**src/rtl/result_tx_pkg.sv**
```systemverilog
// rtl/result_tx_pkg.sv - shared types and sizing for the result transmit framer
// Optional feature macro: RESULT_TX_CHECKSUM_EN
package result_tx_pkg;

  typedef enum logic [1:0] {
    IDLE,
    ARM,
    WAIT_DONE
  } state_t;

  localparam int NB_BYTE = 8;

  // Bytes per frame: the result bytes, plus the trailing XOR byte when enabled
  function automatic int byte_count(input int nb_out);
`ifdef RESULT_TX_CHECKSUM_EN
    return (nb_out / NB_BYTE) + 1;
`else
    return nb_out / NB_BYTE;
`endif
  endfunction

endpackage

```
**src/rtl/tx_watchdog.sv**
```systemverilog
// rtl/tx_watchdog.sv - per-byte watchdog that flags a silent transmitter
module tx_watchdog #(
  parameter int TIMEOUT_CYCLES = 100000
) (
  input  logic i_clk,
  input  logic i_reset,
  input  logic i_clear,
  input  logic i_enable,
  output logic o_expired
);

  localparam int CNT_W = (TIMEOUT_CYCLES > 1) ? $clog2(TIMEOUT_CYCLES + 1) : 1;
  localparam logic [CNT_W-1:0] LIMIT = CNT_W'(TIMEOUT_CYCLES - 1);

  logic [CNT_W-1:0] cnt_q;
  logic [CNT_W-1:0] cnt_d;

  // Count enabled cycles, saturating at the limit so the flag cannot wrap
  always_comb begin
    cnt_d = cnt_q;
    if (i_clear) begin
      cnt_d = '0;
    end else if (i_enable && (cnt_q != LIMIT)) begin
      cnt_d = cnt_q + CNT_W'(1);
    end
  end

  // Counter register with synchronous reset
  always_ff @(posedge i_clk) begin
    if (i_reset) begin
      cnt_q <= '0;
    end else begin
      cnt_q <= cnt_d;
    end
  end

  assign o_expired = i_enable && (cnt_q == LIMIT);

endmodule

```
**src/rtl/result_tx_framer.sv**
```systemverilog
// rtl/result_tx_framer.sv - serialises a latched ALU result into UART bytes, LSB byte first
// Optional feature macro: RESULT_TX_CHECKSUM_EN (adds trailing XOR byte)
module result_tx_framer
  import result_tx_pkg::*;
#(
  parameter int NB_OUT         = 16,
  parameter int NB_BYTE        = result_tx_pkg::NB_BYTE,
  parameter int TIMEOUT_CYCLES = 100000
) (
  input  logic               i_clk,
  input  logic               i_reset,
  input  logic [NB_OUT-1:0]  i_result,
  input  logic               i_result_valid,
  input  logic               i_tx_busy,
  input  logic               i_tx_done,
  output logic               o_tx_start,
  output logic [NB_BYTE-1:0] o_tx_data,
  output logic               o_busy,
  output logic               o_frame_done,
  output logic               o_overrun,
  output logic               o_timeout
);

  localparam int N_BYTES = byte_count(NB_OUT);
  localparam int SHIFT_W = N_BYTES * NB_BYTE;
  localparam int IDX_W   = (N_BYTES > 1) ? $clog2(N_BYTES) : 1;
  localparam logic [IDX_W-1:0] LAST_IDX = IDX_W'(N_BYTES - 1);

  state_t             state_q;
  logic [SHIFT_W-1:0] shift_q;
  logic [SHIFT_W-1:0] load_d;
  logic [IDX_W-1:0]   idx_q;
  logic               start_q;
  logic [NB_BYTE-1:0] tx_data_q;
  logic               busy_q;
  logic               frame_done_q;
  logic               overrun_q;
  logic               timeout_q;
  logic               wd_expired;

`ifdef RESULT_TX_CHECKSUM_EN
  logic [NB_BYTE-1:0] csum;

  // Fold the result bytes into one XOR byte, carried as the last byte of the frame
  always_comb begin
    csum = '0;
    for (int k = 0; k < NB_OUT / NB_BYTE; k++) begin
      csum = csum ^ i_result[k*NB_BYTE +: NB_BYTE];
    end
    load_d = {csum, i_result};
  end
`else
  assign load_d = i_result;
`endif

  // Watchdog only runs while waiting for a byte; any other state holds it at zero
  tx_watchdog #(
    .TIMEOUT_CYCLES(TIMEOUT_CYCLES)
  ) u_watchdog (
    .i_clk    (i_clk),
    .i_reset  (i_reset),
    .i_clear  (state_q != WAIT_DONE),
    .i_enable (state_q == WAIT_DONE),
    .o_expired(wd_expired)
  );

  // Frame FSM with registered pulse outputs; the low byte of the shift register is always next
  always_ff @(posedge i_clk) begin
    if (i_reset) begin
      state_q      <= IDLE;
      shift_q      <= '0;
      idx_q        <= '0;
      start_q      <= 1'b0;
      tx_data_q    <= '0;
      busy_q       <= 1'b0;
      frame_done_q <= 1'b0;
      overrun_q    <= 1'b0;
      timeout_q    <= 1'b0;
    end else begin
      start_q      <= 1'b0;
      frame_done_q <= 1'b0;
      overrun_q    <= 1'b0;
      timeout_q    <= 1'b0;
      if (i_result_valid && (state_q != IDLE)) begin
        overrun_q <= 1'b1;
      end
      case (state_q)
        IDLE: begin
          if (i_result_valid) begin
            shift_q <= load_d;
            idx_q   <= '0;
            busy_q  <= 1'b1;
            state_q <= ARM;
          end
        end
        ARM: begin
          if (!i_tx_busy) begin
            start_q   <= 1'b1;
            tx_data_q <= shift_q[NB_BYTE-1:0];
            state_q   <= WAIT_DONE;
          end
        end
        WAIT_DONE: begin
          if (i_tx_done) begin
            if (idx_q == LAST_IDX) begin
              frame_done_q <= 1'b1;
              busy_q       <= 1'b0;
              state_q      <= IDLE;
            end else begin
              idx_q   <= idx_q + IDX_W'(1);
              shift_q <= shift_q >> NB_BYTE;
              state_q <= ARM;
            end
          end else if (wd_expired) begin
            timeout_q <= 1'b1;
            busy_q    <= 1'b0;
            state_q   <= IDLE;
          end
        end
        default: begin
          busy_q  <= 1'b0;
          state_q <= IDLE;
        end
      endcase
    end
  end

  assign o_tx_start   = start_q;
  assign o_tx_data    = tx_data_q;
  assign o_busy       = busy_q;
  assign o_frame_done = frame_done_q;
  assign o_overrun    = overrun_q;
  assign o_timeout    = timeout_q;

endmodule

```
**config.mk**
```make
export PLATFORM = sky130hd
export DESIGN_NAME = result_tx_framer
export DESIGN_NICKNAME = d
export VERILOG_FILES = /design/src/rtl/result_tx_pkg.sv /design/src/rtl/tx_watchdog.sv /design/src/rtl/result_tx_framer.sv
export SDC_FILE = /design/constraint.sdc
export NUM_CORES = 1
export LEC_CHECK = 0
export ABC_AREA = 1
export CORE_UTILIZATION = 54
export DETAILED_ROUTE_END_ITERATION = 8
export PLACE_DENSITY = 0.79
export RECOVER_POWER = 25
export SKIP_LAST_GASP = 1
export SYNTH_ARGS = -nofsm -noshare
export SYNTH_HDL_FRONTEND = slang
export SYNTH_SLANG_ARGS = --single-unit
```
**constraint.sdc**
```tcl
create_clock -name i_clk -period 2.2 [get_ports i_clk]
set_clock_uncertainty 0.15 [all_clocks]
set_input_delay 0.22 -clock i_clk [delete_from_list [all_inputs] [get_ports i_clk]]
set_output_delay 0.22 -clock i_clk [all_outputs]
set_load 0.03 [all_outputs]
```
; ---- Word level (Yosys, flattened, before mapping)
; Cells that the tools add are included.
[totals]
ram_bits = 0
romBits = 0
register_bits = 49
memories = 0
latch_bits = 0
[op_classes]
mux = 23
n_lt_le_gt_ge = 0
div_mod_pow = 0
addsub = 2
shift = 0
n_bitwise = 4
n_eq_ne = 11
reduce_logical = 15
mul = 0
[ops]
columns = operator, n
row1 = two-way mux 16 bit, 3
row2 = case mux 16 bit (2 select lines), 1
row3 = adder 17 x 1 -> 17 bit (second input constant), 1
row4 = equality test 17 bit (second input constant), 1
row5 = inequality test 17 bit (second input constant), 1
row6 = two-way mux 1 bit, 12
row7 = inequality test 2 bit (second input constant), 5
row8 = two-way mux 2 bit, 4
row9 = AND reduction 4 bit, 2
row10 = inequality test 3 bit (second input constant), 2
row11 = case mux 2 bit (3 select lines), 1
row12 = AND reduction 3 bit, 2
row13 = OR reduction 3 bit, 2
row14 = inverter 1 bit, 4
row15 = nonzero test 2 bit, 2
row16 = OR reduction 2 bit, 2
row17 = logical AND 1 bit, 3
row18 = case mux 1 bit (3 select lines), 1
row19 = equality test 2 x 1 -> 1 bit (second input constant), 1
row20 = equality test 2 bit (second input constant), 1
row21 = logical NOT 2 bit, 1
row22 = case mux 1 bit (2 select lines), 1
row23 = AND reduction 2 bit, 1
row24 = adder 1 bit (second input constant), 1

; ---- Depth between registers and ports, before layout
[logic_depth]
word_depth = 5
ltp_mapped = 11
depth_no_buf = 11

; ---- Cells and area by module
; Synthesis repeated with hierarchy kept, for this count alone.
[unflattened]
cells_unflattened = 367
hier_area_um2 = 2381.0
[by_module_without_submodules]
columns = module, instances, area_each_um2, cells_each
row1 = result_tx_framer, 1, 1433.9, 217
row2 = tx_watchdog, 1, 947.2, 150

; ---- Worst setup path before layout
; OpenSTA, ideal clock, no wires.
[synth_timing]
path_kind = reg2reg
from = register u_watchdog.cnt_q[1]
to = register u_watchdog.cnt_q[14]
required_time_ps = 1932
setup_time_ps = 118
t_arrival_ps = 1349
stages_incl_launch_ff = 10
n_path_buf = 1
period_less_slack_ps = 1617
setup_slack_ps = 583
cell_sequence = dfxtp_1 > ha_1 > nand2_1 > nor2_4 > nand3_2 > nand2_4 > inv_2 > buf_6 > nand2_1 > a21oi_2
[synth_via]
elab_chain_cells = 2
elab_cells_between_ends = 3
[synth_lines]
columns = item, line
row1 = from (decl), tx_watchdog.sv:15  ; logic [CNT_W-1:0] cnt_q;
row2 = from (signal assigned), tx_watchdog.sv:33  ; cnt_q <= cnt_d;
row3 = "parallel branches: the longest is 2 deep, another holds adder 17 x 1 -> 17 bit", n/a
; Parallel ways; which one is timed is not known.
; A chain may end at the register's enable or synchronous reset.

==> run summary <==
The flow ran to the end, and the final reports show no timing, DRC or antenna violations. For the worst-skew pair, the clock arrives at the later sink with an insertion delay of 300 ps. Total global-route track usage: 23.6%.

Critical path's slowest cell: sky130_fd_sc_hd__clkbuf_1. Compared with the post-synthesis result, the final layout area differs by 19.6%. Setup violations remaining at the end of the flow were counted as 0. The initial utilization of the core area, before any placement, comes to 57.4%. The length in cells of the worst reg-to-reg path works out to 10.

The proportion of power drawn by the clock network was 34.2%; the die height was 67.9 um. Critical setup path kind: in2reg. The overall overflow remaining after global route is 0. The clock passes through at most 2 buffers.

The total number of clock tree sinks was 49. The design draws 1.89 mW. During placement, the flow inserted port buffers numbering 33. After the flow finishes, the layout carries non-filler instances totaling 409. After synthesis, the most frequently instantiated cells are sky130_fd_sc_hd__nand2_1, sky130_fd_sc_hd__dfxtp_1, sky130_fd_sc_hd__inv_1, sky130_fd_sc_hd__a21oi_1, sky130_fd_sc_hd__nor2_1. Violation count after the first detailed-route iteration: 115. The worst hold path was traced through 2 stages. Setup repair after global routing left no endpoint under its margin. The tools report the arrival time reported for the critical path endpoint as 1970 ps. Synthesis produced a netlist with a net count of 347. For this run, the top clock speed supported by timing is 514 MHz. The first global-routing pass estimated 8.14 mm of wire. After synthesis, flip-flops and latches occupy 41.8% of the total area.

The routed layout has 2055 vias. TritonCTS built the clock tree. The worst setup path is launched from an input port. 34 I/O pins were placed. The total of fill cells in the finished design was 351. After synthesis the netlist holds a flip-flop and latch count of 49. Summed over all nets, the half-perimeter wirelength after detailed placement is 3.52 mm. The post-CTS clock slew at the launch and capture registers of the worst setup and hold paths was 90 ps.

The biggest area consumer among synthesized cells is sky130_fd_sc_hd__dfxtp_1. Highest net fanout along the worst path: 30. Entering global routing, the biggest net connects 34 pins. The tools report the worst IR drop on VDD as 0.000527 V. For this design the total switching power over the nets is 487 uW.

The time the final worst path needs with I/O delays and setup came out at 1950 ps. The tools report the required time at the endpoint of the critical path as 2230 ps. The number of gates resized after CTS was 0. The critical path endpoint category is a flop. Traced cell by cell, the critical path runs through clkdlybuf4s50_1 -> clkbuf_1 -> inv_1 -> nand3_1 -> o21ai_0.

The number of hold-slack violations in the final timing report is 0, and the static leakage power is 1.01 nW. The share of synthesized area in the top cell type comes to 41.8%. Yosys attributes the largest share of cell area to sky130_fd_sc_hd__dfxtp_1, sky130_fd_sc_hd__nand2_1, sky130_fd_sc_hd__a21oi_1, sky130_fd_sc_hd__inv_1, sky130_fd_sc_hd__nand3_1.

Slew of the pin with the lowest slew margin: 1240 ps. The cell count after synthesis came out at 325. The net switching share of the total power works out to 25.8%.

The number of antenna diodes in the final layout is 0. In this run the remaining antenna-violating nets after routing total 0. The total number of placement rows came out at 23.

The number of antenna violations at the first check in global routing is 0. The tools report the beginning of the critical path as i_reset. For the tightest slew margin relative to the limit, the log shows 17.5%.

Average wire length per cell after detail routing: 12.0 um. Number of slew-limit violations in the final report: 0. The post-synthesis instance area was 0.00235 mm^2. The worst flop-to-flop path startpoint was u_watchdog.cnt_q[1]$_SDFFE_PP0P_. In this run the register-to-register setup slack is 300 ps. In the final design database the tool counted 380 nets. In the routed layout, each cell is associated on average with a via count of 5.02. The class of the most critical hold timing path is reg2reg.

Power spread over the standard cell area amounts to 672 mW/mm^2. In the synthesized netlist the dominant register cell turns out to be sky130_fd_sc_hd__dfxtp_1. The tools report the endpoint of the worst-slack reg-to-reg timing path as u_watchdog.cnt_q[9]$_SDFFE_PP0P_.

Proportion of power drawn by combinational gates: 14.4%. Last element of the critical path: idx_q$_SDFFE_PP0P_. Post-route DRC violation count: 0.

TritonCTS created 5 clock buffers. The H-tree was split into 2 levels. Once placement completed, the tool counted placed cells totaling 401. The region available for standard cell placement spans 0.00409 mm^2. The cell sitting at the root of the clock tree is a sky130_fd_sc_hd__clkbuf_8. Registers are responsible for 51.3% of the overall power.

The per-instance average area after synthesis came out at 7.22 um^2. Counting flops with an async set or reset pin after synthesis yields a share of 0%. For the total internal power, the log shows 1.40 mW. In the post-synthesis netlist, the cell with the most instances is sky130_fd_sc_hd__nand2_1. The biggest cell delay along the critical path is 930 ps, and the via count of the first global-routing pass is 1798. Routability-driven placement finished with a final weighted congestion of 0.871. Across the run, the number of max-cap violations was 0. After layout, the worst path uses 88.4% of the clock period.

Wires add up to 4.92 mm. The synthesized design contains 0 enable-type register cells. Summed over all failing endpoints, the final setup total negative slack is 0 ps. The number of distinct standard cells referenced by the synthesized netlist was 31; the Yosys warning count was 0. Of the cells placed in the final design, the portion with a size suffix greater than 1 is 8.36%. In this run the post-CTS setup repair buffer count came out at 0. The first-pass iteration count of the detailed router was 4; the area enclosed by the die boundary was 0.00461 mm^2.

For this design, the CTS-stage hold fixing added 0 buffers. From left edge to right edge, the die measures 67.9 um.
-- layout make-up --
class / count / area, um^2 / area share (%)
Inverter: 44 / 165 / 5.89
Clock inverter: 2 / 38.8 / 1.38
Sequential cell: 49 / 981 / 35.0
Timing Repair Buffer: 37 / 357 / 12.7
Multi-Input combinational cell: 221 / 1130 / 40.2
Clock buffer: 6 / 72.6 / 2.59
Tap cell: 50 / 62.6 / 2.23
-- state kept, by name, indices dropped and copies added (netlist names) --
register and flops:
state_q 2, o_busy 1, o_timeout 1, idx_q 1, o_tx_data 8, o_tx_start 1, u_watchdog.cnt_q 17, o_frame_done 1
o_overrun 1, shift_q 16
-- per-layer routing --
metal  wire length, um  GRT usage (%)  up-vias  part of all wire [%]
li1                  -              -     1114                     -
met3               211           4.00        5                   4.3
met1              2590           34.3      897                    53
met2              2070           34.7       39                    42
met4                46           8.59        0                  0.93
met5                 0              0        -                     0
-- worst max-delay path: cells and delay by family --
family / cells / cell delay [ps]
buffers and inverters: 3 / 1560
and+or+nand+nor: 1 / 110
AOI/OAI and AO/OA: 1 / 80
-- logic make-up after synthesis --
group / count (synthesis) / share of synthesized area, %
AND/OR/NAND/NOR: 141 / 27.6
buffers and inverters: 55 / 10.1
AO/OA/AOI/OAI: 73 / 17.7
XOR/XNOR: 6 / 2.24
flip-flops: 49 / 41.8
adder cells (fa/ha/maj): 1 / 0.533
-- how the worst min path moves through the flow --
stage                               from                         to  slack (ps)
4_1_cts          shift_q[8]$_SDFFE_PP0P_    shift_q[8]$_SDFFE_PP0P_         320
3_5_place_dp     shift_q[8]$_SDFFE_PP0P_    shift_q[8]$_SDFFE_PP0P_         300
5_1_grt        o_tx_data[7]$_SDFFE_PP0P_  o_tx_data[7]$_SDFFE_PP0P_         340
3_3_place_gp    shift_q[11]$_SDFFE_PP0P_   shift_q[11]$_SDFFE_PP0P_         300
2_1_floorplan                  i_tx_done       o_timeout$_SDFF_PP0_         150
6_report       o_tx_data[1]$_SDFFE_PP0P_  o_tx_data[1]$_SDFFE_PP0P_         320
-- through the flow --
step	area, um^2	util (%)	hold slack, ps	setup slack (ps)
floorplan	2350	-	149	583
global placement	2700	66.0	295	376
detailed placement	2700	66.0	301	328
CTS	2810	68.7	318	314
global route	2810	68.6	339	94.2
finish	2810	68.6	316	255
-- cell usage in the layout (no fill, tap or decap), types with 8 or more instances in the layout --
cell                              count
sky130_fd_sc_hd__nand2_1             74
sky130_fd_sc_hd__dfxtp_1             49
sky130_fd_sc_hd__inv_1               40
sky130_fd_sc_hd__a21oi_1             39
sky130_fd_sc_hd__clkdlybuf4s50_1     33
sky130_fd_sc_hd__nor2_1              22
sky130_fd_sc_hd__nand3_1             19
sky130_fd_sc_hd__o21ai_0             16
sky130_fd_sc_hd__nor3_1               9
sky130_fd_sc_hd__o21a_1               8
-- power groups by stage --
stage | clock network (mW) | registers, mW | logic, mW
after floorplan | 0 | 1.00 | 0.170
after global placement | 0 | 0.987 | 0.268
after detailed placement | 0 | 0.988 | 0.273
after CTS | 0.654 | 0.968 | 0.274
after global routing | 0.694 | 0.974 | 0.307
final | 0.646 | 0.969 | 0.272
Note: power is estimated with default switching activity, not from simulation.
